==> config.mk <==
export PLATFORM = sky130hd
export DESIGN_NAME = conv_complex_streamer
export DESIGN_NICKNAME = d
export VERILOG_FILES = /design/src/rtl/conv_complex_streamer.sv
export SDC_FILE = /design/constraint.sdc
export NUM_CORES = 1
export LEC_CHECK = 0
export ABC_AREA = 0
export CORE_MARGIN = 2
export CORE_UTILIZATION = 30
export CTS_CLUSTER_SIZE = 10
export DETAILED_ROUTE_END_ITERATION = 6
export GPL_TIMING_DRIVEN = 0
export SYNTH_ARGS = -nofsm -noshare
export SYNTH_HDL_FRONTEND = slang
export SYNTH_SLANG_ARGS = --single-unit
==> constraint.sdc <==
create_clock -name clk -period 1.9 [get_ports clk]
set_input_delay 0.38 -clock clk [delete_from_list [all_inputs] [get_ports clk]]
set_output_delay 0.38 -clock clk [all_outputs]
set_load 0.03 [all_outputs]
==> src/rtl/conv_complex_streamer.sv <==
// Captures a parallel complex convolution frame on conv_done and streams it out
// one complex sample per valid/ready transfer, flagging frames lost while busy.
module conv_complex_streamer #(
   parameter  int QI        = 4,
   parameter  int QF        = 4,
   parameter  int NUM_ELEMS = 3,
   localparam int W         = QI + QF,
   localparam int NOUT      = NUM_ELEMS + 2,
   localparam int IW        = (NOUT > 1) ? $clog2(NOUT) : 1
) (
   input  logic                  clk,
   input  logic                  rst,
   input  logic [2*W*NOUT-1:0]   conv,
   input  logic                  conv_ovf,
   input  logic                  conv_done,
   output logic                  busy,
   output logic [W-1:0]          out_re,
   output logic [W-1:0]          out_im,
   output logic [IW-1:0]         out_idx,
   output logic                  out_last,
   output logic                  out_ovf,
   output logic                  out_valid,
   input  logic                  out_ready,
   output logic                  drop
);

   typedef enum logic {IDLE, SEND} state_t;

   localparam logic [IW-1:0] LAST_IDX = IW'(NOUT - 1);

   state_t                       state_q, state_d;
   logic [NOUT-1:0][2*W-1:0]     frame_q, frame_d;
   logic [IW-1:0]                idx_q, idx_d;
   logic                         ovf_q, ovf_d;
   logic                         drop_q, drop_d;
   logic                         xfer, at_last;

   assign at_last = (idx_q == LAST_IDX);
   assign xfer    = (state_q == SEND) && out_ready;

   always_comb begin
      state_d = state_q;
      frame_d = frame_q;
      idx_d   = idx_q;
      ovf_d   = ovf_q;
      drop_d  = drop_q;
      unique case (state_q)
         IDLE: begin
            if (conv_done) begin
               frame_d = conv;
               ovf_d   = conv_ovf;
               idx_d   = '0;
               state_d = SEND;
            end
         end
         SEND: begin
            if (xfer && at_last) begin
               idx_d = '0;
               // A done coinciding with the final handshake starts the next frame seamlessly.
               if (conv_done) begin
                  frame_d = conv;
                  ovf_d   = conv_ovf;
               end else begin
                  state_d = IDLE;
               end
            end else begin
               if (xfer) idx_d = idx_q + IW'(1);
               if (conv_done) drop_d = 1'b1;
            end
         end
         default: state_d = IDLE;
      endcase
   end

   always_ff @(posedge clk or negedge rst) begin
      if (!rst) begin
         state_q <= IDLE;
         frame_q <= '0;
         idx_q   <= '0;
         ovf_q   <= 1'b0;
         drop_q  <= 1'b0;
      end else begin
         state_q <= state_d;
         frame_q <= frame_d;
         idx_q   <= idx_d;
         ovf_q   <= ovf_d;
         drop_q  <= drop_d;
      end
   end

   assign busy      = (state_q == SEND);
   assign out_valid = (state_q == SEND);
   assign out_re    = frame_q[idx_q][2*W-1:W];
   assign out_im    = frame_q[idx_q][W-1:0];
   assign out_idx   = idx_q;
   assign out_last  = (state_q == SEND) && at_last;
   assign out_ovf   = ovf_q;
   assign drop      = drop_q;

endmodule

# After elaboration in Yosys (flattened, before gate mapping)
# Index checks and enable logic that the tools add are counted.
# totals
word_cells,37
regBits,86
output_inout_bits,24
input_bits,85
# classes
n_eq_ne,4
muxes,15
n_reduce_logical,5
bitwise_logic,2
magnitude_cmp,1
addsub,1
# ops
op,count
2-to-1 mux 80 bit,2
one-hot mux 80 bit (2 select lines),1
binary-select mux 16 bit (select 3 bit),1
2-to-1 mux 16 bit,1
2-to-1 mux 3 bit,3
one-hot mux 3 bit (2 select lines),1
"< comparator 3 x 4 -> 1 bit, second input constant",1
2-to-1 mux 1 bit,4
one-hot mux 1 bit (2 select lines),2
"adder 3 x 1 -> 3 bit, second input constant",1
"== test 3 bit, second input constant",1
logical AND 1 bit,3
"inequality test 3 x 1 -> 1 bit, second input constant",1
AND reduction 3 bit,1
"inequality test 2 x 1 -> 1 bit, second input constant",1
"inequality test 2 bit, second input constant",1
inverter 1 bit,2
AND reduction 2 bit,1

# Longest topological paths before layout
# depth
word_depth,4
depth_mapped,9
mapped_depth_nobuf,5

# Worst setup path before layout
# No wires, ideal clock.
# synth_timing
path_type,register -> register
start,register idx_q[0] (netlist: out_idx[0])
end,register frame_q[0] in the netlist's numbering
setup_time_ns,0.125
t_required_ns,1.775
path_slack_ns,-0.376
arrival_ns,2.151
n_path_buf,4
period_less_slack_ns,2.276
path_stages_with_launch,10
path_cell_list,dfrtp_1 buf_2 buf_1 inv_1 ha_1 nand3_2 a21boi_2 buf_6 buf_12 mux2_4
# synth_between
elab_chain_cells,3
# synth_lines
item,line,rtl
"start, declared",33,"logic [IW-1:0] idx_q, idx_d;"
"start signal, assigned",85,idx_q <= idx_d;
== test 3 bit,38,assign at_last = (idx_q == LAST_IDX);
logical AND 1 bit,57,if (xfer && at_last) begin
inequality test 2 x 1 -> 1 bit (no source line),n/a,
"end signal, assigned",84,frame_q <= frame_d;
"end, declared",32,"logic [NOUT-1:0][2*W-1:0] frame_q, frame_d;"
# Every way passes these cells.
# A chain may end at the register's enable or synchronous reset.

# Final worst setup path
# layout_timing
start,register idx_q[0] (netlist: out_idx[0])
end,output port out_im[3]
# layout_between
elab_chain_cells,2
# layout_lines
item,line,rtl
binary-select mux 16 bit (select 3 bit),94,assign out_im = frame_q[idx_q][W-1:0];
2-to-1 mux 16 bit (implied by the code),94,
"end, declared",18,"output logic [W-1:0] out_im,"
# Every way passes these cells. The select of a mux whose other input is x is not followed.

==> results.txt <==
- Total inserted antenna cells: 0
- In the routed layout, each cell is associated on average with a via count of 4.73.
- By startpoint and endpoint, the worst setup path is classified as reg -> out.
* Clock-pin transition on the worst setup and hold timing paths: 0.07 ns
* Path category of the worst min-delay check: in -> async
- Fin worst setup slack: -0.291 ns
- Including well taps, the total number of placed cells is 585.
* Post-synthesis instance area: 4420 um2
* Initial DRC count: 91
* Cell count after synthesis: 292
* Worst slew pin tran: 0.554 ns
* Post-Syn Area per Cell: 15.1 um2
- Vias in the first global route: ~3400
- Dividing the detail-routed wire length by the instance count gives ~20 um.
- The final reports fail on negative setup slack.
- The clock network accounts for 13.3% of the total power.
* Shortest period the worst path allows: between 2 and 2.5 ns
- Max_cap viols: 0
- Cell count of the worst reg-to-reg path: 11
- Register bit count reported by yosys: 86
- The die covers 15700 um2.
- Fraction of the yosys area taken by sequential cells: 48.7%
- Sequential cells burn approximately 28% of the power.
- Starting density of the core: 30.5%
* Die Span X: between 100 and 150 um
- Summed over all layers, the global routing overflow is 0.
- Combinational logic is responsible for 59.1% of the overall power.
- Utilization after layout: 49.2%
- Clock tree synthesis inserted a total of 9 buffers.
- In this run switching power makes up 35.9% of total power.
- The clock tree synthesis step divided the H-tree into 3 levels.
* Run status: complete, but fails checks
- The worst register-to-register path ends at frame_q[30]$_DFFE_PN0P_.
- Fmax: 0.456 GHz
* Post-synthesis net count: 379
- In this run, post-CTS hold repair placed 0 buffers.
- Clock tree from TritonCTS: done
- Final standard cell count with taps included and fillers excluded: 640
- Along the worst path, the maximum fanout reaches 5.
- Total number of placement rows: 44
* Count of cell types in the netlist: 29
- Relative area change from synthesis to final layout: 61.2%
* Internal Power: 7880 uW
- Pwr Total: 12300 uW
- Final-report max-slew violation count: 0
- The die is 125 um tall.
- Core Box Area: 14500 um2
* Root Buffer Master: sky130_fd_sc_hd__clkbuf_16
* CTS max path bufs: 2
* Antenna Violating Nets Remaining: 0
- Setup violations remaining at the end of the flow were counted as 98.
- For this run, the total global-route usage over all layers was measured as 16.9%.
* Portion of the clock cycle consumed by the worst path in the final layout: 115%
* Clock latency reported for the late side of the worst-skew pair: 0.34 ns
* Number of synthesis warnings: 0
* Half-perimeter wire length after placement: 8460 um
- Number of sinks handled by clock tree synthesis: 86
* Worst-case vdd ir drop: 0.000619 V
* Critical path arrival: 1.81 ns
* Boundary Pins: 109
- Final weighted congestion in routability-driven placement: 0.782
- Leakage power summed over all cells: 0.00301 uW
- In this run the tightest slew margin relative to its limit is a little over three fifths.
* Launch point of the worst reg-to-reg path: out_idx[0]$_DFFE_PN0P_
* Largest clock skew in the final design: 0.00764 ns
- The first global-routing pass estimated roughly 20000 um of wire.
- Largest net degree at the start of global routing: 48
- STA classifies the critical path startpoint as a flop.
* Final net count: 539
- Setup slack of the most critical reg-to-reg path: -0.27 ns
* Post-detailed-route DRC marker count: 0
- Power dissipated by switching net loads: 4420 uW
- Pwr dens: 1730 nW/um2
- Via count: 3027
* Count of port buffers added during placement: between 100 and 150
* Setup repair after global routing missed its margin: yes
* Fraction of final layout cells sized beyond drive strength 1: 48.7%
- The number of antenna violations at the first check in global routing was 0.
- Wires add up to 12800 um.
- STA puts the critical path data required time at 1.52 ns.
* Element type at the critical path end: output pin
* Final Hold Fails: 0
- OpenSTA, run right after detailed placement, puts the worst setup slack at -0.629 ns.
- 1st-pass router iterations: 4
## worst max path at each step
stage / slack [ns] / endpoint / start
finish: -0.29 / out_im[3] / out_idx[0]$_DFFE_PN0P_
global route: -0.36 / out_im[7] / out_idx[0]$_DFFE_PN0P_
global placement: -3.06 / out_idx[1]$_DFFE_PN0P_ / rst
detailed placement: -0.63 / out_im[7] / out_idx[2]$_DFFE_PN0P_
floorplan: -0.10 / frame_q[0]$_DFFE_PN0P_ / out_idx[1]$_DFFE_PN0P_
CTS: -0.31 / out_re[4] / out_idx[0]$_DFFE_PN0P_
## Yosys cell counts, drive strengths merged
cell	count	area share [%]
nand3b	1	0.17
dfrtp	86	49
a32o	1	0.23
nand2b	1	0.14
o2bb2ai	15	3.0
nand2	1	0.085
nor2	1	0.085
and3	2	0.28
buf	19	5.3
inv	2	0.17
a21oi	1	0.11
nor2b	1	0.14
nand3	2	0.34
a21boi	1	0.25
mux2i	32	7.2
a21o	2	0.34
o21ai	18	2.0
clkbuf	5	0.42
mux2	81	27
o211ai	1	0.17
o21a	16	2.7
ha	2	0.57
a31o	1	0.20
## per-layer routing
metal | global-route usage, % | up-vias | wire, um
met1 | 21.9 | 1530 | 5750
met5 | 0 | - | 0
met3 | 4.54 | 13 | 522
met4 | 4.18 | 0 | 261
li1 | - | 1405 | -
met2 | 28.2 | 79 | 6280
## layout make-up
class | instances | area, um2
inverters | 2 | 12.5
multi-input cells | 180 | 2280
clock inverters | 1 | 5.00
well taps | 184 | 230
fillers | 1266 | 7350
repair buffers | 157 | 1960
plain buffers | 16 | 220
flip-flops and latches | 86 | 2160
clock buffers | 14 | 264
## flip-flops by register name (all words and copies together), names as in the netlist
name     flops
drop         1
out_idx      3
out_ovf      1
busy         1
frame_q     80
## cell families (layout without fill, tap and decap cells)
logic type	count (synthesis)	after routing	synth area share, %
flops	86	86	48.7
compound gates	56	56	9.02
buf+inv	26	190	5.86
fa+ha+maj	2	2	0.566
simple gates	9	9	1.24
mux	113	113	34.7
## cells in the final DEF (no fill, tap or decap), types with 9 or more instances in the layout
master,n
sky130_fd_sc_hd__mux2i_2,10
sky130_fd_sc_hd__mux2i_1,17
sky130_fd_sc_hd__buf_12,22
sky130_fd_sc_hd__buf_6,24
sky130_fd_sc_hd__o2bb2ai_2,10
sky130_fd_sc_hd__o21ai_1,9
sky130_fd_sc_hd__buf_8,9
sky130_fd_sc_hd__clkdlybuf4s50_1,86
sky130_fd_sc_hd__buf_16,11
sky130_fd_sc_hd__o21a_1,16
sky130_fd_sc_hd__buf_4,11
sky130_fd_sc_hd__clkbuf_16,9
sky130_fd_sc_hd__dfrtp_1,83
sky130_fd_sc_hd__mux2_4,80
## through the flow
stage | TNS, ns | cell area [um2] | hold slack, ns
6_report | -20.64 | 7130 | 0.0225
5_1_grt | -26.73 | 7130 | 0.0512
4_1_cts | -23.62 | 7000 | 0.0392
3_5_place_dp | -22.73 | 5810 | 0.407
3_3_place_gp | -256.73 | 5790 | 0.456
2_1_floorplan | -8.19 | 4470 | 0.0844
## power by group through the flow
| stage | sequential (uW) | combinational (uW) | clock (uW) |
|---|---|---|---|
| 2_1_floorplan | 3190 | 3730 | 0 |
| 3_3_place_gp | 3250 | 5430 | 0 |
| 3_5_place_dp | 3280 | 5510 | 0 |
| 4_1_cts | 3300 | 6950 | 1690 |
| 5_1_grt | 3500 | 7640 | 1780 |
| 6_report | 3390 | 7270 | 1640 |
## critical path: stages, from the launching register on
cell,delay (ns)
sky130_fd_sc_hd__dfrtp_2,0.42
sky130_fd_sc_hd__buf_8,0.13
sky130_fd_sc_hd__nor2b_4,0.13
sky130_fd_sc_hd__buf_12,0.13
sky130_fd_sc_hd__buf_6,0.11
sky130_fd_sc_hd__buf_6,0.11
sky130_fd_sc_hd__o2bb2ai_4,0.10
sky130_fd_sc_hd__o21a_1,0.20
sky130_fd_sc_hd__buf_6,0.14
## what timing repair did
| action | 4_1_cts | 5_1_grt |
|---|---|---|
| setup endpoints to repair | 100 | 99 |
| pin swaps | 13 | 12 |
| cloned | 12 | 0 |
| gates resized for setup | 206 | 55 |
| setup buffers | 31 | 8 |
(Power assumes the default switching activity.)
